==> config.mk <==
export PLATFORM = sky130hd
export DESIGN_NAME = stack_ctl
export DESIGN_NICKNAME = d
export VERILOG_FILES = /design/src/rtl/stack_pkg.sv /design/src/rtl/stack_ctl.sv
export SDC_FILE = /design/constraint.sdc
export NUM_CORES = 1
export LEC_CHECK = 0
export ABC_AREA = 1
export BUFFER_PORTS_ARGS = -buffer_cell sky130_fd_sc_hd__buf_2
export CAP_MARGIN = 10
export CORE_MARGIN = 2
export CORE_UTILIZATION = 49
export CTS_BUF_LIST = sky130_fd_sc_hd__clkbuf_2
export DETAILED_ROUTE_END_ITERATION = 7
export GPL_TIMING_DRIVEN = 0
export PLACE_DENSITY_LB_ADDON = 0.08
export SYNTH_ARGS = -nofsm -noshare
export SYNTH_HDL_FRONTEND = slang
export SYNTH_SLANG_ARGS = --single-unit
==> constraint.sdc <==
create_clock -name clk -period 2.13 [get_ports clk]
set_input_delay 0.213 -clock clk [delete_from_list [all_inputs] [get_ports clk]]
set_output_delay 0.213 -clock clk [all_outputs]
set_load 0.02 [all_outputs]
==> src/rtl/stack_pkg.sv <==
// Shared encodings for the stack control stage: host op codes, stack delta codes, ROT FSM states.
package stack_pkg;

  typedef enum logic [2:0] {
    OP_NOP  = 3'd0,
    OP_PUSH = 3'd1,
    OP_POP  = 3'd2,
    OP_DUP  = 3'd3,
    OP_SWAP = 3'd4,
    OP_OVER = 3'd5,
    OP_NIP  = 3'd6,
    OP_ROT  = 3'd7
  } op_t;

  localparam logic [1:0] DLT_HOLD = 2'b00;
  localparam logic [1:0] DLT_PUSH = 2'b01;
  localparam logic [1:0] DLT_POP  = 2'b11;

  typedef enum logic [1:0] {
    ST_IDLE = 2'd0,
    ST_ROT1 = 2'd1,
    ST_ROT2 = 2'd2
  } state_t;

  // Elements (including T) an op must find present to avoid underflow.
  function automatic logic [1:0] req_depth(op_t op);
    case (op)
      OP_POP, OP_DUP:          req_depth = 2'd1;
      OP_SWAP, OP_OVER, OP_NIP: req_depth = 2'd2;
      OP_ROT:                  req_depth = 2'd3;
      default:                 req_depth = 2'd0;
    endcase
  endfunction

endpackage

==> src/rtl/stack_ctl.sv <==
// Host-command front end for a shift-register data stack; owns T, tracks depth and sticky errors.
// Single-cycle ops respond 1 cycle after accept, ROT after 3; cmd_ready drops only while ROT runs.
module stack_ctl
  import stack_pkg::*;
#(
  parameter int WIDTH = 16,
  parameter int DEPTH = 16
) (
  input  logic                          clk,
  input  logic                          resetq,
  input  logic                          cmd_valid,
  output logic                          cmd_ready,
  input  logic [2:0]                    cmd_op,
  input  logic [WIDTH-1:0]              cmd_data,
  output logic                          rsp_valid,
  output logic [WIDTH-1:0]              rsp_data,
  output logic [WIDTH-1:0]              tos,
  output logic [$clog2(DEPTH+2)-1:0]    depth,
  output logic                          err_ovf,
  output logic                          err_unf,
  input  logic                          err_clr,
  output logic                          stk_we,
  output logic [1:0]                    stk_delta,
  output logic [WIDTH-1:0]              stk_wd,
  input  logic [WIDTH-1:0]              stk_rd
);

  localparam int DW = $clog2(DEPTH+2);
  localparam logic [DW-1:0] MAX_DEPTH = DW'(DEPTH+1);

  state_t           r_state;
  logic [WIDTH-1:0] r_tos;
  logic [DW-1:0]    r_depth;
  logic             r_ovf;
  logic             r_unf;
  logic             r_rsp_vld;
  logic [WIDTH-1:0] r_rsp_dat;
  logic [WIDTH-1:0] r_tmp_b;
  logic [WIDTH-1:0] r_tmp_c;

  op_t              w_op;
  logic             w_acc;
  logic             w_we;
  logic [1:0]       w_delta;
  logic [WIDTH-1:0] w_wd;
  logic             w_inc;
  logic             w_dec;

  assign w_op      = op_t'(cmd_op);
  assign cmd_ready = (r_state == ST_IDLE);
  assign w_acc     = resetq && cmd_valid && cmd_ready;

  always_comb begin
    w_we    = 1'b0;
    w_delta = DLT_HOLD;
    w_wd    = r_tos;
    w_inc   = 1'b0;
    w_dec   = 1'b0;
    if (resetq) begin
      case (r_state)
        ST_IDLE: begin
          if (w_acc) begin
            case (w_op)
              OP_PUSH, OP_DUP, OP_OVER: begin
                w_we    = 1'b1;
                w_delta = DLT_PUSH;
                w_inc   = 1'b1;
              end
              OP_POP, OP_NIP: begin
                w_delta = DLT_POP;
                w_dec   = 1'b1;
              end
              OP_SWAP: w_we = 1'b1;
              // ROT lifts b out of N; it is written back in ROT1.
              OP_ROT:  w_delta = DLT_POP;
              default: ;
            endcase
          end
        end
        ST_ROT1: begin
          w_we = 1'b1;
          w_wd = r_tmp_b;
        end
        ST_ROT2: begin
          w_we    = 1'b1;
          w_delta = DLT_PUSH;
          w_wd    = r_tmp_c;
        end
        default: ;
      endcase
    end
  end

  assign stk_we    = w_we;
  assign stk_delta = w_delta;
  assign stk_wd    = w_wd;

  always_ff @(posedge clk) begin
    if (!resetq) begin
      r_state   <= ST_IDLE;
      r_tos     <= '0;
      r_depth   <= '0;
      r_ovf     <= 1'b0;
      r_unf     <= 1'b0;
      r_rsp_vld <= 1'b0;
      r_rsp_dat <= '0;
      r_tmp_b   <= '0;
      r_tmp_c   <= '0;
    end else begin
      r_rsp_vld <= 1'b0;
      if (err_clr) begin
        r_ovf <= 1'b0;
        r_unf <= 1'b0;
      end
      case (r_state)
        ST_IDLE: begin
          if (w_acc) begin
            if (r_depth < DW'(req_depth(w_op))) r_unf <= 1'b1;
            if (w_inc) begin
              if (r_depth == MAX_DEPTH) r_ovf <= 1'b1;
              else                      r_depth <= r_depth + 1'b1;
            end
            if (w_dec && r_depth != '0) r_depth <= r_depth - 1'b1;
            r_rsp_vld <= (w_op != OP_ROT);
            r_rsp_dat <= r_tos;
            case (w_op)
              OP_PUSH: begin
                r_tos     <= cmd_data;
                r_rsp_dat <= cmd_data;
              end
              OP_POP: r_tos <= stk_rd;
              OP_SWAP, OP_OVER: begin
                r_tos     <= stk_rd;
                r_rsp_dat <= stk_rd;
              end
              OP_ROT: begin
                r_tmp_b <= stk_rd;
                r_tmp_c <= r_tos;
                r_state <= ST_ROT1;
              end
              default: ;
            endcase
          end
        end
        ST_ROT1: begin
          r_tos   <= stk_rd;
          r_state <= ST_ROT2;
        end
        ST_ROT2: begin
          r_rsp_vld <= 1'b1;
          r_rsp_dat <= r_tos;
          r_state   <= ST_IDLE;
        end
        default: r_state <= ST_IDLE;
      endcase
    end
  end

  assign rsp_valid = r_rsp_vld;
  assign rsp_data  = r_rsp_dat;
  assign tos       = r_tos;
  assign depth     = r_depth;
  assign err_ovf   = r_ovf;
  assign err_unf   = r_unf;

endmodule

[After elaboration in Yosys (flattened, before gate mapping)]
Cells that the tools add are included.
Widths: inputs -> output; s select.
Word-level totals
  flip-flop bits (word level): 74
  input bits: 39
  word-level logic and storage cells: 94
Cells by class
  $add $sub $neg: 2
  $lt $le $gt $ge: 1
  eq/ne operators: 15
  multiplexer cells: 45
  reduce and logical (&&, ||, !) cells: 22
Operators by type and width (count)
  $pmux 16 s2: 5
  $mux 16: 3
  $mux 1: 21
  $mux 5: 3
  $mux 2: 7
  $eq 3x3->1 const B: 4
  $pmux 2 s2: 3
  $reduce_or 3->1: 4
  $reduce_or 2->1: 4
  $eq 3x2->1 const B: 2
  $ne 2x1->1 const B: 3
  $pmux 2 s3: 1
  $reduce_and 3->1: 2
  $reduce_bool 2->1: 3
  $add 5x1->5 const B: 1
  $eq 5x5->1 const B: 1
  $lt 5x2->1: 1
  $reduce_bool 5->1: 1
  $sub 5x1->5 const B: 1
  $pmux 1 s2: 2
  $reduce_and 2->1: 2
  $reduce_and 4->1: 1
  $reduce_or 4->1: 1
  $eq 3x1->1 const B: 1
  6 further kinds: 8

[Logic depth before layout (Yosys ltp)]
  depth after elaboration: 10
  mapped depth: 15

[Worst setup path before layout]
No wires, ideal clock.
  path type: flip-flop to flip-flop
  start: reg r_state[0]
  end: reg r_depth[4], in the netlist depth[4]
  data arrival time: 2.027 ns
  setup slack: -0.010 ns
  cell stages (with the launch flop): 16
  path buffers: 0
  period minus slack after synthesis: 2.140 ns
  cells stage by stage: dfxtp_1 -> inv_1 -> ha_1 -> nand3_2 -> nor2_1 -> nand2_1 -> inv_1 -> ha_1 -> nand3_1 -> nand3_1 -> inv_1 -> nand2_1 -> nand2_1 -> nor2_1 -> nor2_1 -> nor2_1
On the way
  cells in the longest elaborated chain, start to end: 8
RTL lines
  from (decl): RTL line stack_ctl.sv:31  | state_t r_state;
  from (signal assigned): RTL line stack_ctl.sv:100  | r_state <= ST_IDLE;
  from (signal assigned): RTL line stack_ctl.sv:139  | r_state <= ST_ROT1;
  from (signal assigned): RTL line stack_ctl.sv:147  | r_state <= ST_ROT2;
  $logic_not 2->1 *: RTL line stack_ctl.sv:50  | assign cmd_ready = (r_state == ST_IDLE);
  via cmd_ready: RTL line stack_ctl.sv:12  | output logic cmd_ready,
  $logic_and 1x1->1: RTL line stack_ctl.sv:51  | assign w_acc = resetq && cmd_valid && cmd_ready;
  $mux 1: RTL line stack_ctl.sv:62  | if (w_acc) begin
  $mux 1: RTL line stack_ctl.sv:60  | case (r_state)
  $mux 1: RTL line stack_ctl.sv:59  | if (resetq) begin
  $logic_and 1x1->1: RTL line stack_ctl.sv:123  | if (w_dec && r_depth != '0) r_depth <= r_depth - 1'b1;
  $ne 2x1->1 (no source line) or $reduce_bool 2->1 (tied branches)
  $reduce_and 4->1 (no source line)
  to (signal assigned): RTL line stack_ctl.sv:121  | else r_depth <= r_depth + 1'b1;
  to (signal assigned): RTL line stack_ctl.sv:123
  to (decl): RTL line stack_ctl.sv:33  | logic [DW-1:0] r_depth;
The timed path passes the listed nets; every way through them passes the cells marked *.
A chain may end at the register's enable or synchronous reset.

[Final worst setup path]
  start: reg r_state[0]
  end: out stk_wd[9]
On the way
  cells in the longest elaborated chain, start to end: 3
RTL lines
  $eq 2x2->1 or $eq 2x1->1 (tied branches): RTL line stack_ctl.sv:60
  $pmux 16 s2 *: RTL line stack_ctl.sv:60
  $mux 16 *: RTL line stack_ctl.sv:59
  to (decl): RTL line stack_ctl.sv:24  | output logic [WIDTH-1:0] stk_wd,
Mark *: on every way between the ends. The rest lies on a longest branch, timed or not.

==> results.md <==
Synthesis:
- After synthesis, the largest family of logic cells by area is simple AND/OR/NAND/NOR gates.
- The biggest area contributor in the post-synthesis netlist is sky130_fd_sc_hd__dfxtp_1.
- The post-synthesis average cell area is 6.73 sq um.
- After synthesis, flip-flops and latches occupy 39.0% of the total area.
- The count of distinct cell types in the synthesized netlist is 28.
- The share of synthesized area spent on multiplexers is 0%.
- Sorting the synthesized cells by area gives the leading types as sky130_fd_sc_hd__dfxtp_1 39%, sky130_fd_sc_hd__o21ai_0 9.6%, sky130_fd_sc_hd__nand2_1 9.3%.
- The cell area that synthesis handed to floorplanning was 0.00379 sq mm.
- The top-area cell type share of the netlist area is 39.0%.
- The net count of the mapped netlist is 613.
- The compound-cell area share of the yosys netlist is 22.8%.
- Of the total synthesized cell area, the portion taken by AND, OR, NAND and NOR gates is 26.4%.
- The total of warnings raised by yosys is 0.
- Of the total synthesized cell area, the portion taken by full adders, half adders and majority gates is 3.49%.
- The synthesized instance count is 564.
- After synthesis the netlist holds a flip-flop and latch count of 74.
- After Yosys synthesis, XOR and XNOR cells account for 0.462% of the synthesized area.

Placed design:
- The weighted congestion reported at the end of routability-driven placement is 0.954.
- The HPWL after detailed placement is 9100 um.
- Port buffering added 98 buffers.
- The placed instance area is 0.00442 sq mm.

Finish:
- Summing all non-filler instances in the final layout gives an area of 0.00521 sq mm.
- The number of nets in the finished design is 754.
- The layout has 683 filler cells.
- 0 antenna diodes ended up in the layout.
- The layout overhead on the synthesized area is 37.4%.
- The fraction of final layout cells with drive strength greater than 1 is 31.5%.

Run status:
- The run finished, with violations left.
- The checks that failed: setup timing.

STA:
- For the pin with the worst max-slew slack, the measured transition is 513 ps.
- The count of final max-slew check failures is 0.
- The post-route worst setup slack is -7.30 ps.
- Between clock sinks in the finished design, the worst skew comes to 16.1 ps.
- The total setup violations reported at the end of the flow is 1.
- The worst pin sits at a relative slew slack of 65.8%.
- The final number of hold-violating endpoints is 0.
- Setup repair after global routing could not meet its margin everywhere.
- Counting I/O delays and the setup requirement, the final critical path takes 2140 ps.
- The aggregate negative setup slack is -7.30 ps.
- The ratio of final minimum period to clock period is 100%.
- The highest clock frequency the design can meet is 0.468 GHz.

Pwr:
- The power density over cell area is 1010 mW/mm^2.
- The internal power of the cells totals 2.86 mW.
- The share of total power consumed by net switching is 45.6%.
- The cell leakage power is 2.37 nW.
- For this design the total switching power over the nets is 2.40 mW.
- Of the total power, combinational logic draws 52.3%.
- The clock group share of total power is 12.7%.
- The peak ir drop on the vdd network is 0.701 mV.
- In this run, flip-flops and latches consume 34.9% of the power.

Critical path:
- Data on the critical path is required at its endpoint by 1920 ps.
- The cell at the slowest stage of the critical path is sky130_fd_sc_hd__dfxtp_2.
- The family with the most delay on the worst path is buffers and inverters.
- The flop-to-flop setup slack is 110 ps.
- By startpoint and endpoint, the worst setup path is classified as flop to output port.
- The signal on the critical path passes through inv_2, ha_4, nand2_8, inv_8, buf_6, nor2_2, a21oi_1, buf_4.
- The arrival time at the worst endpoint is 1920 ps.
- In this design, the stage delay of the slowest critical-path cell is 390 ps.
- STA classifies the critical path startpoint as a flop.
- The worst setup path is captured at an output port.
- The critical path contains buffers and inverters numbering 4 combined.
- The maximum net fanout on the critical path is 5.

Floorplan:
- The width of the die is 92.0 um.
- The floorplan step set the die height to 92.0 um.
- The number of primary I/O pins is 99.
- The die outline area is 0.00846 sq mm.
- Once the floorplan was initialized, standard cells occupied 49.9% of the core.
- After floorplanning, the core was sized to cover 0.00761 sq mm.
- The site row count is 32.

Detailed routing:
- The routed wire length is 12700 um.
- The routed layout has 4393 vias.
- Before antenna repair, the detailed router went through 5 iterations.
- In the routed layout, each cell is associated on average with a via count of 5.41.
- The average routed wire per standard cell is 15.6 um.
- The number of violations reported at the end of detailed-routing iteration 0 is 355.
- After detailed routing, the number of remaining DRC violations is 0.
- The number of nets with antenna violations after routing is 0.

Clock network:
- No sink is reached through more buffers than the 2 on the longest clock path.
- The number of buffers created by CTS is 9.
- The clock drives 74 sinks.
- The tree is rooted in a sky130_fd_sc_hd__clkbuf_2.
- The CTS tree is done.
- The clock tree synthesis step divided the H-tree into 3 levels.
- The clock latency on the worst-skew pair is 530 ps.
- After clock tree synthesis, the clock-pin slew on the worst setup and hold paths is 210 ps.

Run:
- The tool flagged a number of max-cap violations equal to 0.

GRT:
- The number of antenna violations at the first check in global routing is 0.
- The pin count of the biggest net entering global routing is 20.
- The overall global routing resource usage is 29.2%.
- The number of global-route vias before repair came to 3965.
- Global routing finished with a remaining overflow of 0.
- The global-route wire length before repair is 19300 um.

Hold path:
- In this run the worst hold path is classified as input port to flop.
==> final timing paths <==
kind | start | to | cells after the start
worst max register to register | r_state[0] | depth[4] | 14
worst min-delay path | cmd_data[7] | tos[7] | 5
worst max-delay path | r_state[0] | stk_wd[9] | 8
worst min register to register | err_unf | err_unf | 2
==> worst reg2reg max path, cell delays in order (launching register included) <==
cell	delay, ps
sky130_fd_sc_hd__dfxtp_2	390
sky130_fd_sc_hd__inv_2	60
sky130_fd_sc_hd__ha_4	170
sky130_fd_sc_hd__nand3_4	130
sky130_fd_sc_hd__nor2_4	60
sky130_fd_sc_hd__nand2_2	110
sky130_fd_sc_hd__inv_4	70
sky130_fd_sc_hd__fa_2	360
sky130_fd_sc_hd__nand3_1	100
sky130_fd_sc_hd__nand3_1	100
sky130_fd_sc_hd__nand3_1	110
sky130_fd_sc_hd__nand2_1	60
sky130_fd_sc_hd__nor2_1	100
sky130_fd_sc_hd__nor2_1	40
sky130_fd_sc_hd__nor2_1	90
==> area by class of cell <==
| type | instances | area (sq um) | share of cell area, % |
|---|---|---|---|
| plain buffers | 33 | 201 | 3.86 |
| clock buffers | 9 | 45.0 | 0.864 |
| clock inverters | 7 | 45.0 | 0.864 |
| inverters | 36 | 150 | 2.88 |
| multi-input cells | 419 | 2290 | 44.0 |
| flip-flops and latches | 74 | 1480 | 28.5 |
| well taps | 102 | 128 | 2.45 |
| repair buffers | 132 | 868 | 16.7 |
==> routing by layer <==
| layer | global-route usage, % | routed length (um) | vias to the layer above |
|---|---|---|---|
| met1 | 37.5 | 5610 | 2059 |
| met3 | 4.52 | 730 | 20 |
| met4 | 11.8 | 242 | 0 |
| li1 | - | - | 2159 |
| met2 | 49.0 | 6110 | 155 |
| met5 | 0 | 0 | - |
==> layout by cell type, fill, tap and decap left out, drive strengths merged, types with 2 or more instances in the layout <==
| cell type | instances |
|---|---|
| a21oi | 59 |
| a31oi | 18 |
| buf | 138 |
| clkbuf | 18 |
| clkinv | 5 |
| clkinvlp | 2 |
| dfxtp | 74 |
| dlygate4sd3 | 18 |
| ha | 9 |
| inv | 36 |
| nand2 | 98 |
| nand3 | 46 |
| nor2 | 91 |
| o21ai | 90 |
| xnor2 | 2 |
==> kinds of logic (layout without fill, tap and decap cells) <==
group | count (synthesis) | after routing
AO/OA/AOI/OAI | 168 | 168
adder cells (fa/ha/maj) | 10 | 10
buffers and inverters | 71 | 217
XOR/XNOR | 2 | 2
flip-flops | 74 | 74
AND/OR/NAND/NOR | 239 | 239
==> synthesized netlist by cell type <==
| cell | number |
|---|---|
| sky130_fd_sc_hd__nor2_1 | 90 |
| sky130_fd_sc_hd__clkbuf_1 | 10 |
| sky130_fd_sc_hd__inv_2 | 4 |
| sky130_fd_sc_hd__fa_1 | 1 |
| sky130_fd_sc_hd__o21ai_0 | 73 |
| sky130_fd_sc_hd__o21ai_1 | 17 |
| sky130_fd_sc_hd__nand2_1 | 94 |
| sky130_fd_sc_hd__nor2_2 | 1 |
| sky130_fd_sc_hd__buf_4 | 2 |
| sky130_fd_sc_hd__xnor2_1 | 2 |
| sky130_fd_sc_hd__clkinv_1 | 1 |
| sky130_fd_sc_hd__nor3_1 | 1 |
| sky130_fd_sc_hd__nand2_2 | 3 |
| sky130_fd_sc_hd__a31oi_1 | 18 |
| sky130_fd_sc_hd__ha_1 | 9 |
| sky130_fd_sc_hd__a21oi_1 | 59 |
| sky130_fd_sc_hd__dfxtp_1 | 74 |
| sky130_fd_sc_hd__nand3_1 | 42 |
| sky130_fd_sc_hd__or2_1 | 1 |
| sky130_fd_sc_hd__buf_2 | 18 |
| sky130_fd_sc_hd__nand3_2 | 4 |
| sky130_fd_sc_hd__clkbuf_2 | 1 |
| sky130_fd_sc_hd__inv_1 | 31 |
| sky130_fd_sc_hd__o22ai_1 | 1 |
| sky130_fd_sc_hd__nor4_1 | 1 |
| sky130_fd_sc_hd__nand4_1 | 1 |
| sky130_fd_sc_hd__nand2_4 | 1 |
| sky130_fd_sc_hd__buf_1 | 4 |
==> repair_timing <==
| action | in CTS | in global routing |
|---|---|---|
| resized for setup | 41 | 77 |
| buffers inserted | 9 | 6 |
| endpoints found under the hold margin | 18 | 1 |
| pin swaps | 2 | 5 |
| endpoints found under the setup margin | 20 | 18 |
| hold buffers | 17 | 1 |
| cloned | 1 | 0 |
==> sequential cells by signal, summed over array words and instances, names as in the netlist <==
register   cells
r_tmp_b       16
r_tmp_c       16
rsp_data      16
tos           16
depth          5
r_state        2
err_ovf        1
err_unf        1
rsp_valid      1
==> power by group through the flow <==
stage	registers, mW	clock network (mW)	logic [mW]
floorplan	2.00	0	1.16
global placement	1.83	0	2.02
detailed placement	1.83	0	2.03
CTS	1.81	0.682	2.34
global route	1.86	0.734	2.95
finish	1.84	0.670	2.75
==> metrics by stage <==
step	utilization [%]	instances	total power [mW]	worst slack [ps]	hold slack [ps]
6_report	68.5	812	5.26	-7.30	30.4
5_1_grt	68.5	812	5.54	-73.3	18.9
4_1_cts	63.9	805	4.83	-5.87	4.24
3_5_place_dp	58.0	764	3.87	-183	455
3_3_place_gp	58.0	764	3.84	-117	453
2_1_floorplan	-	564	3.17	82.6	348
No activity file was read; power rests on OpenSTA's default activity.
